File: src/rtl/multicycle_controller.sv
// rtl/multicycle_controller.sv - fetch/decode/wait/execute control FSM for the EnDMe accumulator processor
// Optional performance counters: define MULTICYCLE_CTRL_PERF_EN.

package definitions;

  typedef enum logic [3:0] {
    ADD   = 4'h0,
    SUB   = 4'h1,
    AND   = 4'h2,
    XOR   = 4'h3,
    SFL   = 4'h4,
    SFR   = 4'h5,
    CMP   = 4'h6,
    GTR   = 4'h7,
    STORE = 4'h8,
    LB    = 4'h9,
    SB    = 4'hA,
    PUT   = 4'hB,
    BTR   = 4'hC,
    JMP   = 4'hD,
    NOP   = 4'hE,
    HALT  = 4'hF
  } Instr_O;

  typedef enum logic [2:0] {
    ALU_ADD = 3'd0,
    ALU_SUB = 3'd1,
    ALU_AND = 3'd2,
    ALU_XOR = 3'd3,
    ALU_SFL = 3'd4,
    ALU_SFR = 3'd5,
    ALU_EQU = 3'd6,
    ALU_GTR = 3'd7
  } Alu_Op;

endpackage

module multicycle_controller
  import definitions::*;
#(
  parameter int          MEM_LAT = 1,
  parameter logic [3:0]  HALT_OP = 4'hF,
  parameter logic [3:0]  NOP_OP  = 4'hE,
  parameter int          PERF_W  = 16
) (
  input  logic              CLK,
  input  logic              rst_n,
  input  logic              start,
  input  logic              TYP,
  input  logic [3:0]        OP,
  output logic              launch,
  output logic              done,
  output logic              busy,
  output logic              ir_load,
  output logic              pc_en,
  output logic              br_ctrl,
  output logic              jmp_ctrl,
  output logic              regwrite_ctrl,
  output logic [2:0]        aluop_ctrl,
  output logic              memwrite_ctrl,
  output logic [1:0]        accdata_ctrl,
  output logic              accwrite_ctrl
`ifdef MULTICYCLE_CTRL_PERF_EN
  ,
  output logic [PERF_W-1:0] cycle_count,
  output logic [PERF_W-1:0] instr_count
`endif
);

  if (MEM_LAT < 1 || MEM_LAT > 15) begin : g_bad_mem_lat
    $error("multicycle_controller: MEM_LAT must be within 1..15");
  end
  if (PERF_W < 1) begin : g_bad_perf_w
    $error("multicycle_controller: PERF_W must be at least 1");
  end

  typedef enum logic [2:0] {
    S_IDLE     = 3'd0,
    S_FETCH    = 3'd1,
    S_DECODE   = 3'd2,
    S_MEM_WAIT = 3'd3,
    S_EXEC     = 3'd4,
    S_HALT     = 3'd5
  } state_t;

  state_t     state_q, state_d;
  logic       dtyp_q, dtyp_d;
  logic [3:0] dop_q, dop_d;
  logic [3:0] wcnt_q, wcnt_d;

  always_ff @(posedge CLK or negedge rst_n) begin
    if (!rst_n) begin
      state_q <= S_IDLE;
      dtyp_q  <= 1'b0;
      dop_q   <= 4'h0;
      wcnt_q  <= 4'h0;
    end else begin
      state_q <= state_d;
      dtyp_q  <= dtyp_d;
      dop_q   <= dop_d;
      wcnt_q  <= wcnt_d;
    end
  end

  // launch is the only output that depends on an input, and only on start.
  always_comb begin
    state_d = state_q;
    dtyp_d  = dtyp_q;
    dop_d   = dop_q;
    wcnt_d  = wcnt_q;
    launch  = 1'b0;
    case (state_q)
      S_IDLE, S_HALT: begin
        if (start) begin
          launch  = 1'b1;
          state_d = S_FETCH;
        end
      end
      S_FETCH: state_d = S_DECODE;
      S_DECODE: begin
        dtyp_d = TYP;
        dop_d  = OP;
        if (!TYP && OP == HALT_OP) begin
          state_d = S_HALT;
        end else if (!TYP && OP == LB) begin
          state_d = S_MEM_WAIT;
          wcnt_d  = 4'(MEM_LAT - 1);
        end else begin
          state_d = S_EXEC;
        end
      end
      S_MEM_WAIT: begin
        if (wcnt_q == 4'h0) state_d = S_EXEC;
        else                wcnt_d  = wcnt_q - 4'h1;
      end
      S_EXEC:  state_d = S_FETCH;
      default: state_d = S_IDLE;
    endcase
  end

  logic       dec_br, dec_jmp, dec_regw, dec_memw, dec_accw;
  logic [2:0] dec_alu;
  logic [1:0] dec_accdata;

  always_comb begin
    dec_br      = 1'b0;
    dec_jmp     = 1'b0;
    dec_regw    = 1'b0;
    dec_memw    = 1'b0;
    dec_accw    = 1'b0;
    dec_alu     = ALU_ADD;
    dec_accdata = 2'b00;
    if (dtyp_q) begin
      dec_accw = 1'b1;
    end else if (dop_q == NOP_OP) begin
      dec_accw = 1'b0;
    end else begin
      case (Instr_O'(dop_q))
        STORE: dec_regw = 1'b1;
        LB:    begin dec_accdata = 2'b10; dec_accw = 1'b1; end
        SB:    dec_memw = 1'b1;
        PUT:   begin dec_accdata = 2'b01; dec_accw = 1'b1; end
        BTR:   dec_br  = 1'b1;
        JMP:   dec_jmp = 1'b1;
        ADD:   begin dec_accdata = 2'b11; dec_accw = 1'b1; dec_alu = ALU_ADD; end
        SUB:   begin dec_accdata = 2'b11; dec_accw = 1'b1; dec_alu = ALU_SUB; end
        AND:   begin dec_accdata = 2'b11; dec_accw = 1'b1; dec_alu = ALU_AND; end
        XOR:   begin dec_accdata = 2'b11; dec_accw = 1'b1; dec_alu = ALU_XOR; end
        SFL:   begin dec_accdata = 2'b11; dec_accw = 1'b1; dec_alu = ALU_SFL; end
        SFR:   begin dec_accdata = 2'b11; dec_accw = 1'b1; dec_alu = ALU_SFR; end
        CMP:   begin dec_accdata = 2'b11; dec_accw = 1'b1; dec_alu = ALU_EQU; end
        GTR:   begin dec_accdata = 2'b11; dec_accw = 1'b1; dec_alu = ALU_GTR; end
        default: dec_accw = 1'b0;
      endcase
    end
  end

  // Mux selects are held across MEM_WAIT so the datapath settles before the EXEC write.
  always_comb begin
    done          = (state_q == S_HALT);
    busy          = (state_q == S_FETCH) || (state_q == S_DECODE) ||
                    (state_q == S_MEM_WAIT) || (state_q == S_EXEC);
    ir_load       = (state_q == S_FETCH);
    pc_en         = (state_q == S_EXEC);
    br_ctrl       = 1'b0;
    jmp_ctrl      = 1'b0;
    regwrite_ctrl = 1'b0;
    memwrite_ctrl = 1'b0;
    accwrite_ctrl = 1'b0;
    aluop_ctrl    = ALU_ADD;
    accdata_ctrl  = 2'b00;
    if (state_q == S_MEM_WAIT || state_q == S_EXEC) begin
      aluop_ctrl   = dec_alu;
      accdata_ctrl = dec_accdata;
    end
    if (state_q == S_EXEC) begin
      br_ctrl       = dec_br;
      jmp_ctrl      = dec_jmp;
      regwrite_ctrl = dec_regw;
      memwrite_ctrl = dec_memw;
      accwrite_ctrl = dec_accw;
    end
  end

`ifdef MULTICYCLE_CTRL_PERF_EN
  logic [PERF_W-1:0] cyc_q, ins_q;

  always_ff @(posedge CLK or negedge rst_n) begin
    if (!rst_n) begin
      cyc_q <= '0;
      ins_q <= '0;
    end else if (launch) begin
      cyc_q <= '0;
      ins_q <= '0;
    end else begin
      if (busy && !(&cyc_q))                  cyc_q <= cyc_q + 1'b1;
      if ((state_q == S_EXEC) && !(&ins_q))   ins_q <= ins_q + 1'b1;
    end
  end

  assign cycle_count = cyc_q;
  assign instr_count = ins_q;
`endif

endmodule
File: config.mk
export PLATFORM = sky130hd
export DESIGN_NAME = multicycle_controller
export DESIGN_NICKNAME = d
export VERILOG_FILES = /design/src/rtl/multicycle_controller.sv
export SDC_FILE = /design/constraint.sdc
export NUM_CORES = 1
export LEC_CHECK = 0
export CORE_UTILIZATION = 40
export DETAILED_ROUTE_END_ITERATION = 12
export GPL_TIMING_DRIVEN = 0
export PLACE_DENSITY_LB_ADDON = 0.25
export SYNTH_ARGS = -nofsm -noshare
export SYNTH_HDL_FRONTEND = slang
export SYNTH_SLANG_ARGS = --single-unit
File: constraint.sdc
create_clock -name CLK -period 2.4 [get_ports CLK]
set_clock_uncertainty 0.05 [all_clocks]
set_input_delay 0.48 -clock CLK [delete_from_list [all_inputs] [get_ports CLK]]
set_output_delay 0.48 -clock CLK [all_outputs]
set_load 0.005 [all_outputs]
# Word-level counts from Yosys, hierarchy flattened

Index checks and enable logic that the tools add are counted.

Register bits: 12
Bits in latches: 0
RAM bits: 0
Bits in read-only memories: 0
Word-level logic and storage cells: 86
Memories kept: 0

Add/subtract/negate cells: 1
$mul: 0
Div/mod/pow operators: 0
Order comparisons: 0
Equality and inequality tests: 26
Shifts and indexed selects: 0
Muxes and demuxes: 39
Bitwise operators: 0
Reductions and logical operators: 16

Operators by type and width:

| operator                                                              | number |
|---|---|
| 4-bit equality test, second input constant                            | 9 |
| 1-bit two-way mux                                                     | 22 |
| 3-bit two-way mux                                                     | 7 |
| 3-bit one-hot mux with 7 select lines                                 | 1 |
| 4-bit by 3-bit equality test with 1-bit output, second input constant | 4 |
| 3-bit one-hot mux with 5 select lines                                 | 1 |
| 4-bit two-way mux                                                     | 3 |
| 2-bit inequality test, second input constant                          | 5 |
| 10-bit OR reduction                                                   | 1 |
| 4-bit by 2-bit equality test with 1-bit output, second input constant | 2 |
| 4-bit zero test                                                       | 2 |
| 4-bit one-hot mux with 2 select lines                                 | 1 |
| 8-bit OR reduction                                                    | 1 |
| 3-bit by 2-bit equality test with 1-bit output, second input constant | 2 |
| 3-bit equality test, second input constant                            | 2 |
| 2-bit two-way mux                                                     | 3 |
| 2-bit one-hot mux with 3 select lines                                 | 1 |
| 4-bit by 1-bit equality test with 1-bit output, second input constant | 1 |
| 1-bit logical OR                                                      | 4 |
| 4-bit AND reduction                                                   | 1 |
| 4-bit by 1-bit subtractor with 4-bit output, second input constant    | 1 |
| 3-bit by 1-bit equality test with 1-bit output, second input constant | 1 |
| 3-bit zero test                                                       | 1 |
| 1-bit logical AND                                                     | 2 |
| other kinds (4)                                                       | 4 |

# Longest topological paths before layout

Depth after elaboration: 6
Depth in mapped cells: 6
Mapped depth without buffers: 6

# Worst setup path after synthesis

No wires, ideal clock.

Path kind: register to output
Start point: register state_q[0]
End point: output aluop_ctrl[2]
Data arrival time: 1.346 ns
Required time: 1.870 ns
Path slack: 0.524 ns
Cell stages (with the launch flop): 5
Buffers on the path: 1
Cell sequence: dfrtp_1 buf_6 or3b_1 a21o_1 nor3b_1

Longest elaborated chain between the ends: 3
Elaborated cells between the ends (all ways): 4

Ends and longest elaborated chain:

| what                                                                                         | line | text |
|---|---|---|
| from (decl)                                                                                  | 86   | `state_t state_q, state_d;` |
| from (signal assigned)                                                                       | 98   | `state_q <= state_d;` |
| 3-bit by 2-bit equality test with 1-bit output / 3-bit equality test (equally long branches) | 192  | `if (state_q == S_MEM_WAIT \|\| state_q == S_EXEC) begin` |
| 1-bit logical OR *                                                                           | 192  |  |
| 3-bit two-way mux *                                                                          | 192  |  |
| to (decl)                                                                                    | 59   | `output logic [2:0] aluop_ctrl,` |

Every way passes the cells marked *; elsewhere a longest branch is shown, timed or not.

# Final worst setup path

Start point: register state_q[1]
End point: output aluop_ctrl[2]

The elaborated chain is that of the path after synthesis.

==> key figures <==
Placed design
  – Dpl hpwl: 1430 um
  – Final Wtd Congestion: 0.793
  – Port Buf Inserts: 22
  – Placed cell areas: 0.00107 mm2

Finish
  – Final core occ: 64.8%
  – # diodes: 0
  – Sequential cell area: 300 um2
  – Area grow syn2layout: 44.6%
  – Design area: 0.00118 mm2
  – Nets: 133
  – Share of cells above drive strength 1: 30.3%
  – Multi-input logic area: 482 um2
  – Fillers: 161

Synthesis
  – Synthesized Nets: 97
  – XOR/XNOR Fraction of Synth Area: 4.29%
  – Async S/R FF share, synth: 100%
  – Synth unique cells: 35
  – Seq/Total Area, Yosys: 36.8%
  – Multiplexer share of the synthesized area: 4.60%
  – Synth Flop Type: dfrtp_1
  – List of most frequent post-synthesis cells: dfrtp_1 (12), inv_1 (8), nor2_1 (6)
  – Avg Cell Area, Syn: 9.38 um2
  – EDFF count, synth: 0
  – Syn. warnings: 0
  – Simple-Gate Fraction of Synth Area: 31.9%
  – Largest family of logic cells by synthesized area: simple AND/OR/NAND/NOR gates
  – Compound-cell area share of the yosys netlist: 11.0%
  – Cell with the most instances after synthesis: dfrtp_1
  – #FFs+latches synth: 12
  – Synth top area cells: dfrtp_1 (37%), buf_6 (4.1%), inv_1 (3.7%)
  – Adder-cell share of the synthesized area: 3.07%
  – Share of the synthesized area in the top cell type: 36.8%
  – Dominant cell type by area after synthesis: dfrtp_1
  – Mapped Cells: 87
  – Netlist area before placement: 816 um2

STA
  – Final Slew Violations: 0
  – Fmax: 402 MHz
  – Final worst-path setup slack: -0.0895 ns
  – Hold Fails Final Rpt: 0
  – Final period util: 104%
  – Tmin final: 2.49 ns
  – RSZ-0062 raised after global routing: yes
  – Slew HR: 61.9%
  – Slew @ Worst Pin: 0.570 ns
  – Setup violations, final: 2

Route
  – Drt initial violations: 18
  – Met3 wire len: 72 um
  – Top Layer Used: met4
  – Remaining antenna violation count after routing: 0
  – Via count: 768
  – Met1 WL: 960 um
  – Drt drc: 0
  – DR WL met2: 1130 um
  – Post-DR vias/cell: 5.22
  – Routed wire length: 2170 um
  – First-pass detailed-route iteration total: 4
  – Mean routed wirelength per cell: 14.7 um

Floorplan
  – Die Span Y: 47.2 um
  – Row count: 15
  – Initial core utilization: 44.8%
  – Num ports: 23
  – Die area: 0.00222 mm2
  – Core area: 0.00182 mm2
  – DIE WIDTH: 47.2 um

Job
  – Maxcap violations: 0

GRT
  – Initial antenna violation count: 0
  – Largest net degree at the start of global routing: 13
  – Global Route Usage Sum: 18.7%
  – Number of global-route vias before repair: 691
  – First-pass GRT wire length: 2930 um
  – Total gr overflow: 0

Setup path
  – Startpoint Class: register
  – CP max FO: 2
  – Crit Path Class: reg2out
  – R2r setup slk: 0.57 ns
  – Critical Path RT: 1.87 ns
  – Critical Path AT: 1.96 ns
  – Nature of the critical path endpoint: output port

Pwr
  – Leak: 0.570 nW
  – Power density over cell area: 1220 mW/mm2
  – Power, Total: 0.00144 W
  – Maximum vdd ir drop: 0.652 mV

Clock network
  – Clock root buffer: clkbuf_4
  – Reg clk slew, reported paths: 0.09 ns
  – H-tree levels: 1
  – Hold_buf cts: 0
  – Worst-Skew Late Latency: 0.27 ns
  – CTS tree: done
  – Clock sinks: 12
  – Clk buf depth: 2
  – Num CTS Buffers: 3

Run status
  – Violated checks: negative setup slack
  – Status: finished, violations left

Hold path
  – Hold WC Path Type: reg2reg
==> repair_timing <==
item | CTS | global route
hold endpoints to repair | 0 | 0
gates resized for setup | 25 | 14
pin swaps | 2 | 5
setup buffers | 4 | 6
endpoints found under the setup margin | 10 | 7
==> worst paths after layout <==
check | startpoint | endpoint | cells past startpoint
worst max-delay path | state_q[1] | aluop_ctrl[2] | 8
worst min-delay path | wcnt_q[3] | wcnt_q[3] | 1
worst max register to register | state_q[1] | wcnt_q[0] | 6
worst min register to register | wcnt_q[3] | wcnt_q[3] | 1
max in group asynchronous | rst_n | state_q[2] | 1
min in group asynchronous | rst_n | dop_q[0] | 1
==> per-layer routing <==
metal / up-vias / GRT usage (%)
li1: 369 / -
met1: 378 / 24.9
met2: 19 / 32.5
met3: 2 / 3.46
met4: 0 / 2.29
met5: - / 0
==> state kept, by name, summed over array words and instances, names as in the netlist <==
| signal | cells |
|---|---|
| dop_q | 4 |
| dtyp_q | 1 |
| state_q | 3 |
| wcnt_q | 4 |
==> cell usage in the layout, fill, tap and decap left out, drive strengths merged, types with 3 or more instances in the layout <==
| cell | n |
|---|---|
| buf | 15 |
| dfrtp | 12 |
| clkdlybuf4s50 | 10 |
| clkbuf | 9 |
| inv | 8 |
| nor2 | 7 |
| nand2 | 5 |
| o21ai | 5 |
| nor3 | 5 |
| xor2 | 3 |
| nor4 | 3 |
| mux2 | 3 |
| nor3b | 3 |
==> logic make-up after synthesis <==
| group | Yosys count |
|---|---|
| XOR/XNOR | 4 |
| flip-flops | 12 |
| adder cells (fa/ha/maj) | 2 |
| buffers and inverters | 12 |
| AO/OA/AOI/OAI | 14 |
| multiplexers | 3 |
| AND/OR/NAND/NOR | 40 |
==> power breakdown <==
group | switching (W) | internal (W) | total [W]
clock | 0.0000720 | 0.0000920 | 0.000164
combinational | 0.000411 | 0.000478 | 0.000889
sequential | 0.0000901 | 0.000301 | 0.000391
total | 0.000573 | 0.000871 | 0.00144
==> cell type report <==
class	count	area share, %
Multi-Input combinational cell	63	40.8
Timing Repair Buffer	32	23.2
Clock buffer	4	3.08
Buffer	3	2.23
Sequential cell	12	25.5
Inverter	8	2.55
Tap cell	25	2.65
==> critical path: stages (launching register included) <==
cell and delay, ns:
dfrtp_1 0.38, buf_6 0.11, or3b_4 0.38, buf_6 0.13, a21o_1 0.17, buf_6 0.12, buf_6 0.11, nor3b_2 0.15
buf_2 0.13
==> per-stage QoR <==
stage          TNS (ns)  hold slack, ns  worst slack, ns  cells
2_1_floorplan         0           0.134            0.524     87
3_3_place_gp     -0.141           0.446          -0.0525    134
3_5_place_dp     -0.204           0.457          -0.0692    134
4_1_cts          -0.272           0.476           -0.215    142
5_1_grt          -0.279           0.503           -0.156    147
6_report         -0.130           0.474          -0.0895    147
(Power assumes the default switching activity.)
